**config.mk**
```make
export PLATFORM = sky130hd
export DESIGN_NAME = ins_fetch
export DESIGN_NICKNAME = d
export VERILOG_FILES = /design/src/rtl/ins_fetch_pkg.sv /design/src/rtl/ins_fetch_fifo.sv /design/src/rtl/ins_fetch.sv
export SDC_FILE = /design/constraint.sdc
export NUM_CORES = 1
export LEC_CHECK = 0
export CORE_MARGIN = 2
export CORE_UTILIZATION = 49
export DETAILED_ROUTE_END_ITERATION = 7
export PLACE_DENSITY = 0.88
export SYNTH_ARGS = -nofsm -noshare
export SYNTH_HDL_FRONTEND = slang
export SYNTH_HIERARCHICAL = 1
export SYNTH_SLANG_ARGS = --single-unit
```
**constraint.sdc**
```tcl
create_clock -name clk -period 4.68 [get_ports clk]
set_input_delay 0.936 -clock clk [delete_from_list [all_inputs] [get_ports clk]]
set_output_delay 0.936 -clock clk [all_outputs]
set_load 0.05 [all_outputs]
```
**src/rtl/ins_fetch_pkg.sv**
```systemverilog
// Shared types and constants for the instruction fetch unit.
package ins_fetch_pkg;

    // Fetch FSM: IDLE for the first cycle after reset, then FETCH forever.
    typedef enum logic {
        IDLE  = 1'b0,
        FETCH = 1'b1
    } fetch_state_e;

    // Output buffer depth (the buffer is built for exactly two entries).
    localparam int FETCH_FIFO_DEPTH = 2;

    // First fetch address after reset unless overridden.
    localparam logic [31:0] DEFAULT_RESET_PC = 32'h0000_0000;

    // One buffered instruction together with the address it came from.
    typedef struct packed {
        logic [31:0] pc;
        logic [31:0] ins;
    } fetch_entry_t;

endpackage

```
**src/rtl/ins_fetch_fifo.sv**
```systemverilog
// Two-entry in-order buffer between instruction memory and decode.
// Push and pop may happen in the same cycle; flush empties it at once.
// Pushes into a full buffer (without a pop) and pops from an empty one are
// ignored so the buffer can never overflow or duplicate an entry.
module ins_fetch_fifo
    import ins_fetch_pkg::*;
(
    input  logic         clk,
    input  logic         rstn,
    input  logic         push,
    input  fetch_entry_t push_data,
    input  logic         pop,
    input  logic         flush,
    output fetch_entry_t head,
    output logic [1:0]   count
);

    fetch_entry_t mem_q [2];
    fetch_entry_t mem_d [2];
    logic         wr_ptr_q, wr_ptr_d;
    logic         rd_ptr_q, rd_ptr_d;
    logic [1:0]   count_q, count_d;
    logic         do_push, do_pop;

    // Next-state for storage, pointers and occupancy.
    always_comb begin
        mem_d    = mem_q;
        wr_ptr_d = wr_ptr_q;
        rd_ptr_d = rd_ptr_q;
        count_d  = count_q;
        do_pop   = pop && (count_q != 2'd0);
        do_push  = push && ((count_q != 2'd2) || do_pop);
        if (flush) begin
            wr_ptr_d = 1'b0;
            rd_ptr_d = 1'b0;
            count_d  = 2'd0;
        end else begin
            if (do_push) begin
                mem_d[wr_ptr_q] = push_data;
                wr_ptr_d        = ~wr_ptr_q;
            end
            if (do_pop) begin
                rd_ptr_d = ~rd_ptr_q;
            end
            count_d = count_q + {1'b0, do_push} - {1'b0, do_pop};
        end
    end

    // Buffer state registers; storage is cleared so the head reads zero in reset.
    always_ff @(posedge clk or posedge rstn) begin
        if (rstn) begin
            mem_q[0] <= '0;
            mem_q[1] <= '0;
            wr_ptr_q <= 1'b0;
            rd_ptr_q <= 1'b0;
            count_q  <= 2'd0;
        end else begin
            mem_q    <= mem_d;
            wr_ptr_q <= wr_ptr_d;
            rd_ptr_q <= rd_ptr_d;
            count_q  <= count_d;
        end
    end

    assign head  = mem_q[rd_ptr_q];
    assign count = count_q;

endmodule

```
**src/rtl/ins_fetch.sv**
```systemverilog
// Instruction fetch unit: issues sequential fetches, captures the returned
// word one cycle later into a two-entry buffer, and presents the buffer head
// to decode. A redirect flushes everything and restarts fetch at the target.
// Decode handshake: a transfer happens at a posedge where dec_vld and dec_rdy
// are both high; dec_pc/dec_ins hold steady while dec_vld is high and
// dec_rdy is low.
module ins_fetch
    import ins_fetch_pkg::*;
#(
    parameter logic [31:0] RESET_PC   = DEFAULT_RESET_PC,
    parameter int          FIFO_DEPTH = FETCH_FIFO_DEPTH
) (
    input  logic        clk,
    input  logic        rstn,
    output logic [15:0] ins_a,
    output logic        ins_e,
    input  logic [31:0] ins,
    input  logic        redirect_e,
    input  logic [31:0] redirect_pc,
    output logic        dec_vld,
    input  logic        dec_rdy,
    output logic [31:0] dec_pc,
    output logic [31:0] dec_ins
);

    fetch_state_e state_q, state_d;
    logic [31:0]  pc_q, pc_d;
    logic         inflight_q, inflight_d;
    logic [31:0]  req_pc_q, req_pc_d;
    logic         pop;
    logic         push;
    logic [2:0]   occupancy;
    logic [1:0]   fifo_count;
    fetch_entry_t fifo_head;
    fetch_entry_t push_entry;
    logic         unused_redirect_lsbs;

    // Only word-aligned targets are fetched; the low address bits are dropped.
    assign unused_redirect_lsbs = ^redirect_pc[1:0];

    // FSM next state, fetch issue decision, pc / in-flight bookkeeping.
    always_comb begin
        state_d    = state_q;
        pc_d       = pc_q;
        req_pc_d   = req_pc_q;
        pop        = dec_vld & dec_rdy;
        // Slots already spoken for after this cycle's decode transfer.
        occupancy  = {1'b0, fifo_count} + {2'b00, inflight_q} - {2'b00, pop};
        ins_e      = (state_q == FETCH) && !redirect_e
                     && (occupancy < 3'(FIFO_DEPTH));
        inflight_d = ins_e;
        // A returning word is dropped if a redirect lands in its capture cycle.
        push       = inflight_q & ~redirect_e;
        push_entry = '{pc: req_pc_q, ins: ins};

        if (state_q == IDLE) begin
            state_d = FETCH;
        end

        if (redirect_e) begin
            pc_d = {redirect_pc[31:2], 2'b00};
        end else if (ins_e) begin
            pc_d     = pc_q + 32'd4;
            req_pc_d = pc_q;
        end
    end

    // Fetch control registers.
    always_ff @(posedge clk or posedge rstn) begin
        if (rstn) begin
            state_q    <= IDLE;
            pc_q       <= RESET_PC;
            inflight_q <= 1'b0;
            req_pc_q   <= '0;
        end else begin
            state_q    <= state_d;
            pc_q       <= pc_d;
            inflight_q <= inflight_d;
            req_pc_q   <= req_pc_d;
        end
    end

    ins_fetch_fifo u_fifo (
        .clk       (clk),
        .rstn      (rstn),
        .push      (push),
        .push_data (push_entry),
        .pop       (pop),
        .flush     (redirect_e),
        .head      (fifo_head),
        .count     (fifo_count)
    );

    assign ins_a   = pc_q[15:0];
    assign dec_vld = (fifo_count != 2'd0);
    assign dec_pc  = fifo_head.pc;
    assign dec_ins = fifo_head.ins;

endmodule

```
==> reports/results.ini <==
[min_path]
hold_start = u_fifo/mem_q[37]
hold_depth = 1
holdCritPathClass = reg2reg
min_to = u_fifo/mem_q[37]

[timing]
maxSlewViolCount = 0
setup_violations = 0
tightestPinTransition_ns = 1.090
finalSetupTns_ns = 0
max_freq_mhz = 233.2
layout_setup_ws_ns = 0.3927
rsz0062_at_grt = false
period_share = 0.9161
holdWs_ns = 0.4804
period_needed_ns = 4.287
hold_violations = 0
slew_headroom = 0.2737
fin_skew_ns = 0.01100

[floorplanning]
std_cell_rows = 50
dieArea_um2 = 19980
start_util = 0.4974
dieWidth_um = 141.3
dieHeight_um = 141.3
ios = 150
core_um2 = 18580

[clocking]
cts_hold_buffers = 0
path_clk_slew_ns = 0.07
clk_latency_ns = 0.43
cts_setup_buffers = 0
h-tree-depth = 4
cts.sinks = 194
cts_made_buffers = 17
cts_tree = built
clockRootBuffer = clkbuf_16
cts_resized = 0
cts_max_path_buffers = 2

[global_route]
grt_pass1_wl_um = 32840
antenna_found_initial = 0
grt_pass1_vias = 6329
grt-ovfl-total = 0
grt_max_degree = 72
track_usage = 0.2060

[place]
place.port_buffers = 145
dp_slack_ns = 0.2666
place_area_um2 = 10720
dp_hpwl_um = 13300
gp_congestion = 0.8454

[layout]
final_nets = 922
multiInputGateArea_um2 = 3958
regArea_um2 = 4856
syn_to_final_growth_pct = 22.17
antenna_cells = 0
layout_commonest_cell = dfrtp_1
drive_gt1_frac = 0.2242
stdcell_area_um2 = 11290
num-fill-cells = 1434
final_cell_mix = dfrtp_1 (193), clkdlybuf4s50_1 (144), nand2_1 (112)

[worst_setup_path]
crit_buf_inv = 3
crit_family = simple AND/OR/NAND/NOR gates
crit_slowest_cell = or3_2
path_class = in2out
cp_max_fo = 6
timing.rr.end = pc_q[5]
worstPathRequired_ns = 3.74
arrival_ns = 3.35
crit_chain = clkdlybuf4s50_1, and2_1, ha_1, nand2b_1, fa_1, xor2_1, or3_2, inv_2, buf_12
rr_startpoint = u_fifo/count[1]
r2r_cells = 12
critPathMaxStageDelay_ns = 0.51
r2r_setup_slack_ns = 0.75
end_kind = primary output
worstSetupStartpointType = input port

[route]
route.detailed.drc = 0
dr.pass1.iters = 5
drtAntennaViolNets = 0
routed-via-count = 6128
avgViaCountPerCell = 5.596
wl_per_cell_um = 18.40
routed_wl_um = 20150
drt_iter0_drc = 437

[synth]
yosys_warnings = 6
netlist_area_um2 = 9243
ys.flop_type = dfrtp_1
synth_top_cell_area_share = 0.5252
synth_top_area_cell = dfrtp_1
post_synth.cell_area_avg_um2 = 12.75
synth_edf_count = 0
ys_async_sr_fraction = 1.000
syn_inst = 725
ys_ff_latch = 194
ys_types = 56
yosysSeqAreaShare = 0.5252
synth.area.top_cells = dfrtp_1 (53%), mux2_4 (9.7%), mux2_2 (9.6%), mux2_1 (6.5%), nand2_1 (4.5%)

[job]
maxCapViolations = 0

[power]
ir_drop_uv = 308.3
p_leak_nw = 5.074
power_mw = 6.134
p_per_area_nw_per_um2 = 543.2

[status]
status = complete, no violations

-- worst max-delay path by stage --
stage	start	endpoint	slack [ns]	cells past startpoint
finish	dec_rdy	ins_e	0.39	9
global route	dec_rdy	ins_e	0.29	9
CTS	dec_rdy	ins_e	0.40	9
detailed placement	dec_rdy	pc_q[19]	0.27	12
global placement	dec_rdy	pc_q[19]	0.34	12
floorplan	rstn	u_fifo/count[0]	0.22	1
-- cells by family (layout without fill, tap and decap cells) --
kind of cell / Yosys count / after routing / share of synthesized area
AO/OA/AOI/OAI: 66 / 66 / 0.05049
XOR/XNOR: 6 / 6 / 0.005686
adder cells (fa/ha/maj): 5 / 5 / 0.007581
buffers and inverters: 67 / 198 / 0.05009
flip-flops: 194 / 194 / 0.5252
multiplexers: 192 / 192 / 0.2583
other: 2 / 7 / 0.0008125
AND/OR/NAND/NOR: 193 / 193 / 0.1018
-- sequential cells by signal, summed over array words and instances, names as in the netlist --
name             count
u_fifo/mem_q       128
req_pc_q            30
state_q              1
u_fifo/rd_ptr_q      1
u_fifo/wr_ptr_q      1
inflight_q           1
pc_q                30
u_fifo/count         2
-- synth_stat cells, types with 4 or more instances --
cell type / number
mux2_4: 60
inv_1: 12
buf_2: 9
buf_12: 6
clkbuf_1: 15
and2_1: 8
o311ai_0: 9
buf_4: 21
a211o_1: 5
a31oi_1: 5
o21ai_0: 17
mux2_1: 53
or3_1: 4
nand4_1: 8
o211ai_1: 8
nand2_1: 112
a21oi_1: 5
ha_1: 4
mux2_2: 79
nor3_1: 7
nor2_1: 16
xor2_1: 4
nand3_1: 14
dfrtp_1: 194
-- area by class of cell --
type,instances,area share
Clock buffer,20,0.03956
Clock inverter,11,0.01075
Inverter,13,0.004543
Multi-Input combinational cell,469,0.3505
Sequential cell,194,0.4300
Tap cell,234,0.02593
Timing Repair Buffer,154,0.1387
-- stage by stage --
stage,utilization,cells
after floorplan,-,730
after global placement,0.5772,1064
after detailed placement,0.5772,1064
after CTS,0.6077,1095
after global routing,0.6077,1095
final,0.6077,1095
-- power breakdown --
group	switching, mW	internal [mW]
logic	1.39	0.950
clock network	0.651	0.764
registers	0.277	2.10
-- per-layer routing --
metal  vias to the layer above  part of all wire  wire length, um  track usage
met2                       255              0.48             9598       0.3298
met3                        22             0.059             1197      0.03814
met4                         0             0.011              219      0.05632
met1                      3067              0.45             9130       0.2908
li1                       2784                 -                -            -
met5                         -                 0                0            0
Note: power is estimated with default switching activity, not from simulation.
